`src/rtl/mem_arbiter_if.sv`:
```
// Bus bundle for the two-port memory arbiter: fetch port, data port and
// single-port memory side, plus the busy flag.
//
// Handshake: a requester holds x_req (and its address/data fields) until it
// sees x_gnt; x_gnt and x_rvalid are one-cycle pulses. The memory side sees
// mem_req held with stable mem_addr/mem_we/mem_wdata until the cycle it raises
// mem_ready, which completes the transfer in that same cycle.
interface mem_arbiter_if;
  logic        if_req;
  logic [63:0] if_addr;
  logic        if_gnt;
  logic        if_rvalid;
  logic [79:0] if_rdata;

  logic        dm_req;
  logic        dm_we;
  logic [63:0] dm_addr;
  logic [63:0] dm_wdata;
  logic        dm_gnt;
  logic        dm_rvalid;
  logic [63:0] dm_rdata;

  logic        mem_req;
  logic        mem_we;
  logic [63:0] mem_addr;
  logic [63:0] mem_wdata;
  logic        mem_ready;
  logic [79:0] mem_rdata;

  logic        busy;

  // Arbiter view.
  modport slave (
    input  if_req, if_addr, dm_req, dm_we, dm_addr, dm_wdata, mem_ready, mem_rdata,
    output if_gnt, if_rvalid, if_rdata, dm_gnt, dm_rvalid, dm_rdata,
    output mem_req, mem_we, mem_addr, mem_wdata, busy
  );

  // Requester/memory view.
  modport master (
    output if_req, if_addr, dm_req, dm_we, dm_addr, dm_wdata, mem_ready, mem_rdata,
    input  if_gnt, if_rvalid, if_rdata, dm_gnt, dm_rvalid, dm_rdata,
    input  mem_req, mem_we, mem_addr, mem_wdata, busy
  );
endinterface

```
`src/rtl/mem_arbiter.sv`:
```
// Arbiter sharing one single-port memory between an instruction fetch port
// and a data port. Data normally wins; a waiting fetch is forced through
// after STARVE_LIMIT consecutive data grants. One transaction in flight.
module mem_arbiter #(
  parameter int STARVE_LIMIT = 4
) (
  input  logic       clk,
  input  logic       rst_n,
  mem_arbiter_if.slave bus,
  output logic [1:0] dbg_state
);

  localparam int CLOG = $clog2(STARVE_LIMIT + 1);
  localparam int CW   = (CLOG < 3) ? 3 : CLOG;
  localparam logic [CW-1:0] LIMIT = CW'(STARVE_LIMIT);

  typedef enum logic [1:0] {
    IDLE     = 2'd0,
    SERVE_DM = 2'd1,
    SERVE_IF = 2'd2
  } state_t;

  state_t        state, state_nx;
  logic          accept_dm, accept_if, complete;
  logic [CW-1:0] starve_cnt;
  logic [63:0]   addr_q, wdata_q;
  logic          we_q;
  logic          if_gnt_q, dm_gnt_q, if_rvalid_q, dm_rvalid_q;
  logic [79:0]   if_rdata_q;
  logic [63:0]   dm_rdata_q;

  // Next-state and arbitration decision.
  always_comb begin
    state_nx  = state;
    accept_dm = 1'b0;
    accept_if = 1'b0;
    complete  = 1'b0;
    case (state)
      IDLE: begin
        if (bus.dm_req && !(bus.if_req && starve_cnt == LIMIT)) begin
          accept_dm = 1'b1;
          state_nx  = SERVE_DM;
        end else if (bus.if_req) begin
          accept_if = 1'b1;
          state_nx  = SERVE_IF;
        end
      end
      SERVE_DM, SERVE_IF: begin
        if (bus.mem_ready) begin
          complete = 1'b1;
          state_nx = IDLE;
        end
      end
      default: state_nx = IDLE;
    endcase
  end

  // State register, request latching, starvation counter and response registers.
  always_ff @(posedge clk) begin
    if (!rst_n) begin
      state       <= IDLE;
      starve_cnt  <= '0;
      addr_q      <= '0;
      wdata_q     <= '0;
      we_q        <= 1'b0;
      if_gnt_q    <= 1'b0;
      dm_gnt_q    <= 1'b0;
      if_rvalid_q <= 1'b0;
      dm_rvalid_q <= 1'b0;
      if_rdata_q  <= '0;
      dm_rdata_q  <= '0;
    end else begin
      state       <= state_nx;
      if_gnt_q    <= accept_if;
      dm_gnt_q    <= accept_dm;
      if_rvalid_q <= complete && (state == SERVE_IF);
      dm_rvalid_q <= complete && (state == SERVE_DM);
      if (accept_dm) begin
        addr_q  <= bus.dm_addr;
        we_q    <= bus.dm_we;
        wdata_q <= bus.dm_wdata;
        if (bus.if_req && starve_cnt != LIMIT) starve_cnt <= starve_cnt + 1'b1;
      end
      if (accept_if) begin
        addr_q     <= bus.if_addr;
        we_q       <= 1'b0;
        starve_cnt <= '0;
      end
      if (complete && state == SERVE_IF) if_rdata_q <= bus.mem_rdata;
      if (complete && state == SERVE_DM) dm_rdata_q <= bus.mem_rdata[63:0];
    end
  end

  assign bus.if_gnt    = if_gnt_q;
  assign bus.dm_gnt    = dm_gnt_q;
  assign bus.if_rvalid = if_rvalid_q;
  assign bus.dm_rvalid = dm_rvalid_q;
  assign bus.if_rdata  = if_rdata_q;
  assign bus.dm_rdata  = dm_rdata_q;
  assign bus.busy      = (state != IDLE);
  assign bus.mem_req   = (state != IDLE);
  // A write enable left over from a finished store must not leak onto an idle bus.
  assign bus.mem_we    = we_q && (state == SERVE_DM);
  assign bus.mem_addr  = addr_q;
  assign bus.mem_wdata = wdata_q;
  assign dbg_state     = state;

endmodule

```
`src/flat_wrapper.sv`:
```
// flat-port wrapper written by rule: the top's interface ports become plain ports
module mem_arbiter_flat 
#(
  parameter int STARVE_LIMIT = 4
)
  (clk, rst_n, dbg_state, bus_if_req, bus_if_addr, bus_dm_req, bus_dm_we, bus_dm_addr, bus_dm_wdata, bus_mem_ready, bus_mem_rdata, bus_if_gnt, bus_if_rvalid, bus_if_rdata, bus_dm_gnt, bus_dm_rvalid, bus_dm_rdata, bus_mem_req, bus_mem_we, bus_mem_addr, bus_mem_wdata, bus_busy);
  mem_arbiter_if bus_i ();
  input  logic clk;
  input  logic rst_n;
  output logic [1:0] dbg_state;
  input wire logic [$bits(bus_i.if_req)-1:0] bus_if_req;
  input wire logic [$bits(bus_i.if_addr)-1:0] bus_if_addr;
  input wire logic [$bits(bus_i.dm_req)-1:0] bus_dm_req;
  input wire logic [$bits(bus_i.dm_we)-1:0] bus_dm_we;
  input wire logic [$bits(bus_i.dm_addr)-1:0] bus_dm_addr;
  input wire logic [$bits(bus_i.dm_wdata)-1:0] bus_dm_wdata;
  input wire logic [$bits(bus_i.mem_ready)-1:0] bus_mem_ready;
  input wire logic [$bits(bus_i.mem_rdata)-1:0] bus_mem_rdata;
  output wire logic [$bits(bus_i.if_gnt)-1:0] bus_if_gnt;
  output wire logic [$bits(bus_i.if_rvalid)-1:0] bus_if_rvalid;
  output wire logic [$bits(bus_i.if_rdata)-1:0] bus_if_rdata;
  output wire logic [$bits(bus_i.dm_gnt)-1:0] bus_dm_gnt;
  output wire logic [$bits(bus_i.dm_rvalid)-1:0] bus_dm_rvalid;
  output wire logic [$bits(bus_i.dm_rdata)-1:0] bus_dm_rdata;
  output wire logic [$bits(bus_i.mem_req)-1:0] bus_mem_req;
  output wire logic [$bits(bus_i.mem_we)-1:0] bus_mem_we;
  output wire logic [$bits(bus_i.mem_addr)-1:0] bus_mem_addr;
  output wire logic [$bits(bus_i.mem_wdata)-1:0] bus_mem_wdata;
  output wire logic [$bits(bus_i.busy)-1:0] bus_busy;
  assign bus_i.if_req = bus_if_req;
  assign bus_i.if_addr = bus_if_addr;
  assign bus_i.dm_req = bus_dm_req;
  assign bus_i.dm_we = bus_dm_we;
  assign bus_i.dm_addr = bus_dm_addr;
  assign bus_i.dm_wdata = bus_dm_wdata;
  assign bus_i.mem_ready = bus_mem_ready;
  assign bus_i.mem_rdata = bus_mem_rdata;
  assign bus_if_gnt = bus_i.if_gnt;
  assign bus_if_rvalid = bus_i.if_rvalid;
  assign bus_if_rdata = bus_i.if_rdata;
  assign bus_dm_gnt = bus_i.dm_gnt;
  assign bus_dm_rvalid = bus_i.dm_rvalid;
  assign bus_dm_rdata = bus_i.dm_rdata;
  assign bus_mem_req = bus_i.mem_req;
  assign bus_mem_we = bus_i.mem_we;
  assign bus_mem_addr = bus_i.mem_addr;
  assign bus_mem_wdata = bus_i.mem_wdata;
  assign bus_busy = bus_i.busy;
  mem_arbiter #(.STARVE_LIMIT(STARVE_LIMIT)) u_core (.clk(clk), .rst_n(rst_n), .bus(bus_i), .dbg_state(dbg_state));
endmodule
```
`config.mk`:
```
export PLATFORM = sky130hd
export DESIGN_NAME = mem_arbiter_flat
export DESIGN_NICKNAME = d
export VERILOG_FILES = /design/src/rtl/mem_arbiter_if.sv /design/src/rtl/mem_arbiter.sv /design/src/flat_wrapper.sv
export SDC_FILE = /design/constraint.sdc
export NUM_CORES = 1
export LEC_CHECK = 0
export ABC_CLOCK_PERIOD_IN_PS = 4200
export CAP_MARGIN = 40
export CORE_AREA = 2 2 214 216
export DETAILED_ROUTE_END_ITERATION = 7
export DIE_AREA = 0 0 216 218
export GPL_ROUTABILITY_DRIVEN = 1
export PLACE_DENSITY = 0.62
export REMOVE_ABC_BUFFERS = 1
export SLEW_MARGIN = 20
export SYNTH_ARGS = -nofsm -noshare
export SYNTH_HDL_FRONTEND = slang
export SYNTH_SLANG_ARGS = --single-unit
```
`constraint.sdc`:
```
create_clock -name clk -period 4.2 [get_ports clk]
set_input_delay 0.84 -clock clk [delete_from_list [all_inputs] [get_ports clk]]
set_output_delay 0.84 -clock clk [all_outputs]
set_load 0.02 [all_outputs]
```
**Word level (Yosys, flattened, before mapping)**

Index checks and enable logic that the tools add are counted.
Widths: inputs -> output; s select.

- Register bits: 282
- Input port bits: 278
- Output and inout port bits: 281
- Word-level logic and storage cells: 46

- $add $sub $neg: 1
- Equal/unequal tests: 6
- Muxes and demuxes: 13
- Bitwise operators: 1
- Reduce and logical (&&, ||, !) cells: 14

Operators by type and width:

| kind | number |
|---|---|
| $mux 64 | 2 |
| $mux 1 | 7 |
| $logic_and 1x1->1 | 6 |
| $mux 2 | 3 |
| $pmux 2 s2 | 1 |
| $reduce_and 2->1 | 2 |
| $reduce_bool 2->1 | 2 |
| $reduce_or 2->1 | 2 |
| $add 3x1->3 const B | 1 |
| $eq 3x3->1 const B | 1 |
| $ne 3x2->1 const B | 1 |
| $ne 3x3->1 const B | 1 |
| $eq 2x1->1 const B | 1 |
| $eq 2x2->1 const B | 1 |
| $logic_not 2->1 | 1 |
| $ne 2x2->1 const B | 1 |
| $logic_not 1->1 | 1 |
| $not 1->1 | 1 |

**Logic depth before layout (Yosys ltp)**

- Word-level depth: 8
- Gate-level depth with buffers: 9
- Mapped depth without buffers: 5

**Worst setup path before layout**

No wires, ideal clock.

- Path kind: flip-flop to output port
- Start point: register u_core.state[0], in the netlist u_core.dbg_state[0]
- End point: output bus_mem_req
- Arrival: 1.215 ns
- Required time: 3.360 ns
- Slack: 2.145 ns
- Cell stages (with the launch flop): 6
- Buffers on the path: 2
- Path through: dfxtp_1 > inv_1 > ha_1 > buf_2 > inv_1 > buf_4

- Word-level cells in the longest chain between the ends: 1

Ends and longest elaborated chain:

| what | line | source |
|---|---|---|
| from (decl) | mem_arbiter.sv:23 | `state_t state, state_nx;` |
| from (signal assigned) | mem_arbiter.sv:73 | `state <= state_nx;` |
| $reduce_bool 2->1 | -- |  |
| to (decl) | flat_wrapper.sv:25 | `output wire logic [$bits(bus_i.mem_req)-1:0] bus_mem_req;` |

No other way between the ends.

**Worst setup path after layout**

- Start point: register u_core.state[1], in the netlist u_core.dbg_state[1]
- End point: output bus_busy

- Word-level cells in the longest chain between the ends: 1

Ends and longest elaborated chain:

| what | line | source |
|---|---|---|
| $reduce_bool 2->1 | mem_arbiter.sv:100 | `assign bus.busy = (state != IDLE);` |
| to (decl) | flat_wrapper.sv:29 | `output wire logic [$bits(bus_i.busy)-1:0] bus_busy;` |

No other way between the ends.

==> run summary <==
Status: completed
Core Region: 0.0449 mm²
Ys async rst share: 0%
GRT Overall Usage: 17.7%
Synth area leader: dfxtp_1
Max-slew headroom: 44.8%
Min cycle time layout: 3.09 ns
Critical path cell sequence: inv_1 > ha_1 > inv_1 > clkdlybuf4s50_1
Clk slew on worst S/H paths: 0.06 ns
Reg-to-Reg Start: u_core.dbg_state[1]$_SDFFE_PN0P_
WL/cell: 18.6 µm
Initial antenna violation count: 2
Vias post-DR: 11400
Slowest CP cell: clkdlybuf4s50_1
PnR worst setup slack: 1.11 ns
CP endpoint kind: output port
XOR/XNOR Fraction of Synth Area: 0%
RSZ-0062 raised after global routing: false
Drt drc: 0
Final nets: 2048
Htree depth: 1
DRT Pass-1 Iters: 7
Synth Area in Compound Gates: 22.0%
R2R depth: 6
FMAX: 323 MHz
Clock buffer depth: 3
Worst-path maximum fanout: 8
R2r endpoint: u_core.bus.mem_addr[28]$_SDFFE_PN0P_
Site Rows: 78
Largest stage delay on the critical path: 0.63 ns
Critical Path Start: u_core.dbg_state[1]$_SDFFE_PN0P_
Vias in the first global route: 11000
Top_reg_cell synth: dfxtp_1
CP Depth: 4
Die ar.: 0.0471 mm²
First-pass GRT wire length: 66.2 mm
Flop2flop setup slack: 1.83 ns
Hold_buf cts: 0
Synth cell count leaders: nand2_1 (293), dfxtp_1 (282), a21oi_1 (277), nand3_1 (134), a32oi_1 (64)
Placed Cells: 2332
Mux cell area share after synthesis: 0%
Detailed-route wire length: 44.3 mm
Area Overhead vs Synth: 66.5%
Min-Delay Path Class: flop to flop
DR iter-0 viols: 775
Post-cts resize count: 0
Via density: 4.77
Worst slew pin tran: 0.829 ns
Area of the mapped netlist: 0.0106 mm²
Synth top area share: 53.4%
FF+latch count, synth: 282
IO buf count: 558
I/O Pins: 559
Largest net degree at the start of global routing: 107
Syn avg cell area: 8.29 µm²
DP Area: 0.0166 mm²
Crit start category: flop
Post-synth EDFFs: 0
Critical path arrival: 2.25 ns
Share of cells above drive strength 1: 4.86%
Post-synthesis simple-gate area fraction: 17.7%
Top post-synthesis cells by area: dfxtp_1 (53%), a21oi_1 (13%), nand2_1 (10%), nand3_1 (6.3%), a32oi_1 (5.3%)
Final Cell Area: 0.0176 mm²
Final setup viols: 0
Syn Inst Count: 1277
Post-DP HPWL: 31.3 mm
Post-route ant nets: 0
PD cells: 386 mW/mm²
Main combinational cell family by area after synthesis: compound AO/OA/AOI/OAI gates
Final worst-path cycle share: 73.6%
Crit path buffers/inverters: 3
Seq/Total Area, Yosys: 53.4%
CP Capture Point: bus_busy
Post-Layout Cell Count: 2390
Die Ht: 218 µm
Number of buffers created by CTS: 31
Total gr overflow: 0
Dpl ws: 1.17 ns
Fin. Hold Viols: 0
Max VDD drop: 0.000294 V
Cell family with most CP delay: buffers and inverters
Number of distinct library cells after synthesis: 27
Kind of critical path: flop to output port
Clk sinks: 282
Initial Util: 23.6%
Final Max Slew Viols: 0
Synth Warn #: 0
Max-Cap Viols: 0
Placer congestion estimate: 0.864
Die span in x: 216 µm
Post-Synth Adder-Cell Area: 0.591%
Count leader, synth: nand2_1
Clk Latency, worst-skew pair: 0.59 ns
Clk root buf: clkbuf_16
Static leakage: 5.94 nW
Postcts setup bufs: 0
CTS tree: yes
Req. time, crit path: 3.36 ns
Clk_skew: 0.00819 ns
Cell mode on critical path: inv_1
how the worst min path moves through the flow:
stage                     slack (ns)                              endpoint                                 start  cells after the start
after global placement          0.44  u_core.bus.dm_rdata[51]$_SDFFE_PN0P_  u_core.bus.dm_rdata[51]$_SDFFE_PN0P_                      2
after global routing            0.47   u_core.bus.if_rdata[3]$_SDFFE_PN0P_   u_core.bus.if_rdata[3]$_SDFFE_PN0P_                      2
final                           0.45  u_core.bus.dm_rdata[29]$_SDFFE_PN0P_  u_core.bus.dm_rdata[29]$_SDFFE_PN0P_                      2
after detailed placement        0.45  u_core.bus.if_rdata[73]$_SDFFE_PN0P_  u_core.bus.if_rdata[73]$_SDFFE_PN0P_                      2
after CTS                       0.46  u_core.bus.if_rdata[50]$_SDFFE_PN0P_  u_core.bus.if_rdata[50]$_SDFFE_PN0P_                      2
after floorplan                 0.45     u_core.starve_cnt[1]$_SDFFE_PP0P_     u_core.starve_cnt[1]$_SDFFE_PP0P_                      2
logic make-up (layout without fill, tap and decap cells):
logic type	Yosys count	in the layout
compound gates	413	413
buf+inv	134	646
other cells	0	1
flops	282	282
fa+ha+maj	5	5
simple gates	443	443
power breakdown:
group	switching [mW]	internal (mW)
clock	1.13	1.58
combinational	0.615	0.590
sequential	0.0784	2.81
cell usage in the layout (no fill, tap or decap), drive strengths merged:
master,instances
nand3,134
buf,25
diode,1
o21ai,69
a32oi,64
nor2b,1
a21oi,277
clkdlybuf4s50,558
nor3,2
ha,5
dfxtp,282
clkbuf,48
clkinv,7
a21boi,1
nor3b,2
nand4b,1
nor2,2
a221oi,1
nand2,293
nand4,1
bufinv,1
a21bo,1
and3,2
nand2b,1
inv,7
and2,4
per-stage QoR:
step,hold WS (ns),TNS (ns),power [mW],utilization (%)
2_1_floorplan,0.449,-251.16,3.43,-
3_5_place_dp,0.446,0,4.15,37.0
5_1_grt,0.471,0,7.08,39.2
4_1_cts,0.455,0,6.89,39.2
6_report,0.453,0,6.81,39.2
3_3_place_gp,0.441,0,4.14,36.9
registers in the layout (all words and copies together) (netlist names):
signal,flops
u_core.bus.dm_gnt,1
u_core.bus.dm_rdata,64
u_core.bus.dm_rvalid,1
u_core.bus.if_gnt,1
u_core.bus.if_rdata,80
u_core.bus.if_rvalid,1
u_core.bus.mem_addr,64
u_core.bus.mem_wdata,64
u_core.dbg_state,2
u_core.starve_cnt,3
u_core.we_q,1
worst register-to-register path, cell delays in order (launching register included):
cell and delay (ns):
dfxtp_1 0.36, inv_1 0.10, ha_1 0.42, and2_2 0.32
buf_4 0.59, a32oi_1 0.34, a21oi_1 0.18
per-layer routing:
metal	part of all wire, %	GRT usage (%)
met1	38	20.3
met2	49	31.0
met3	10	5.94
met4	2.9	5.73
met5	0	0
final cells by class:
type                    instances  area [µm²]
clock inverters                 9        88.8
well taps                     600         751
clock buffers                  48         930
multi-input cells             861        4300
flip-flops and latches        282        5650
fillers                      4469       27300
repair buffers                583        5870
inverters                       6        30.0
diodes                          1        2.50
Power figures use the tool's default switching activity.
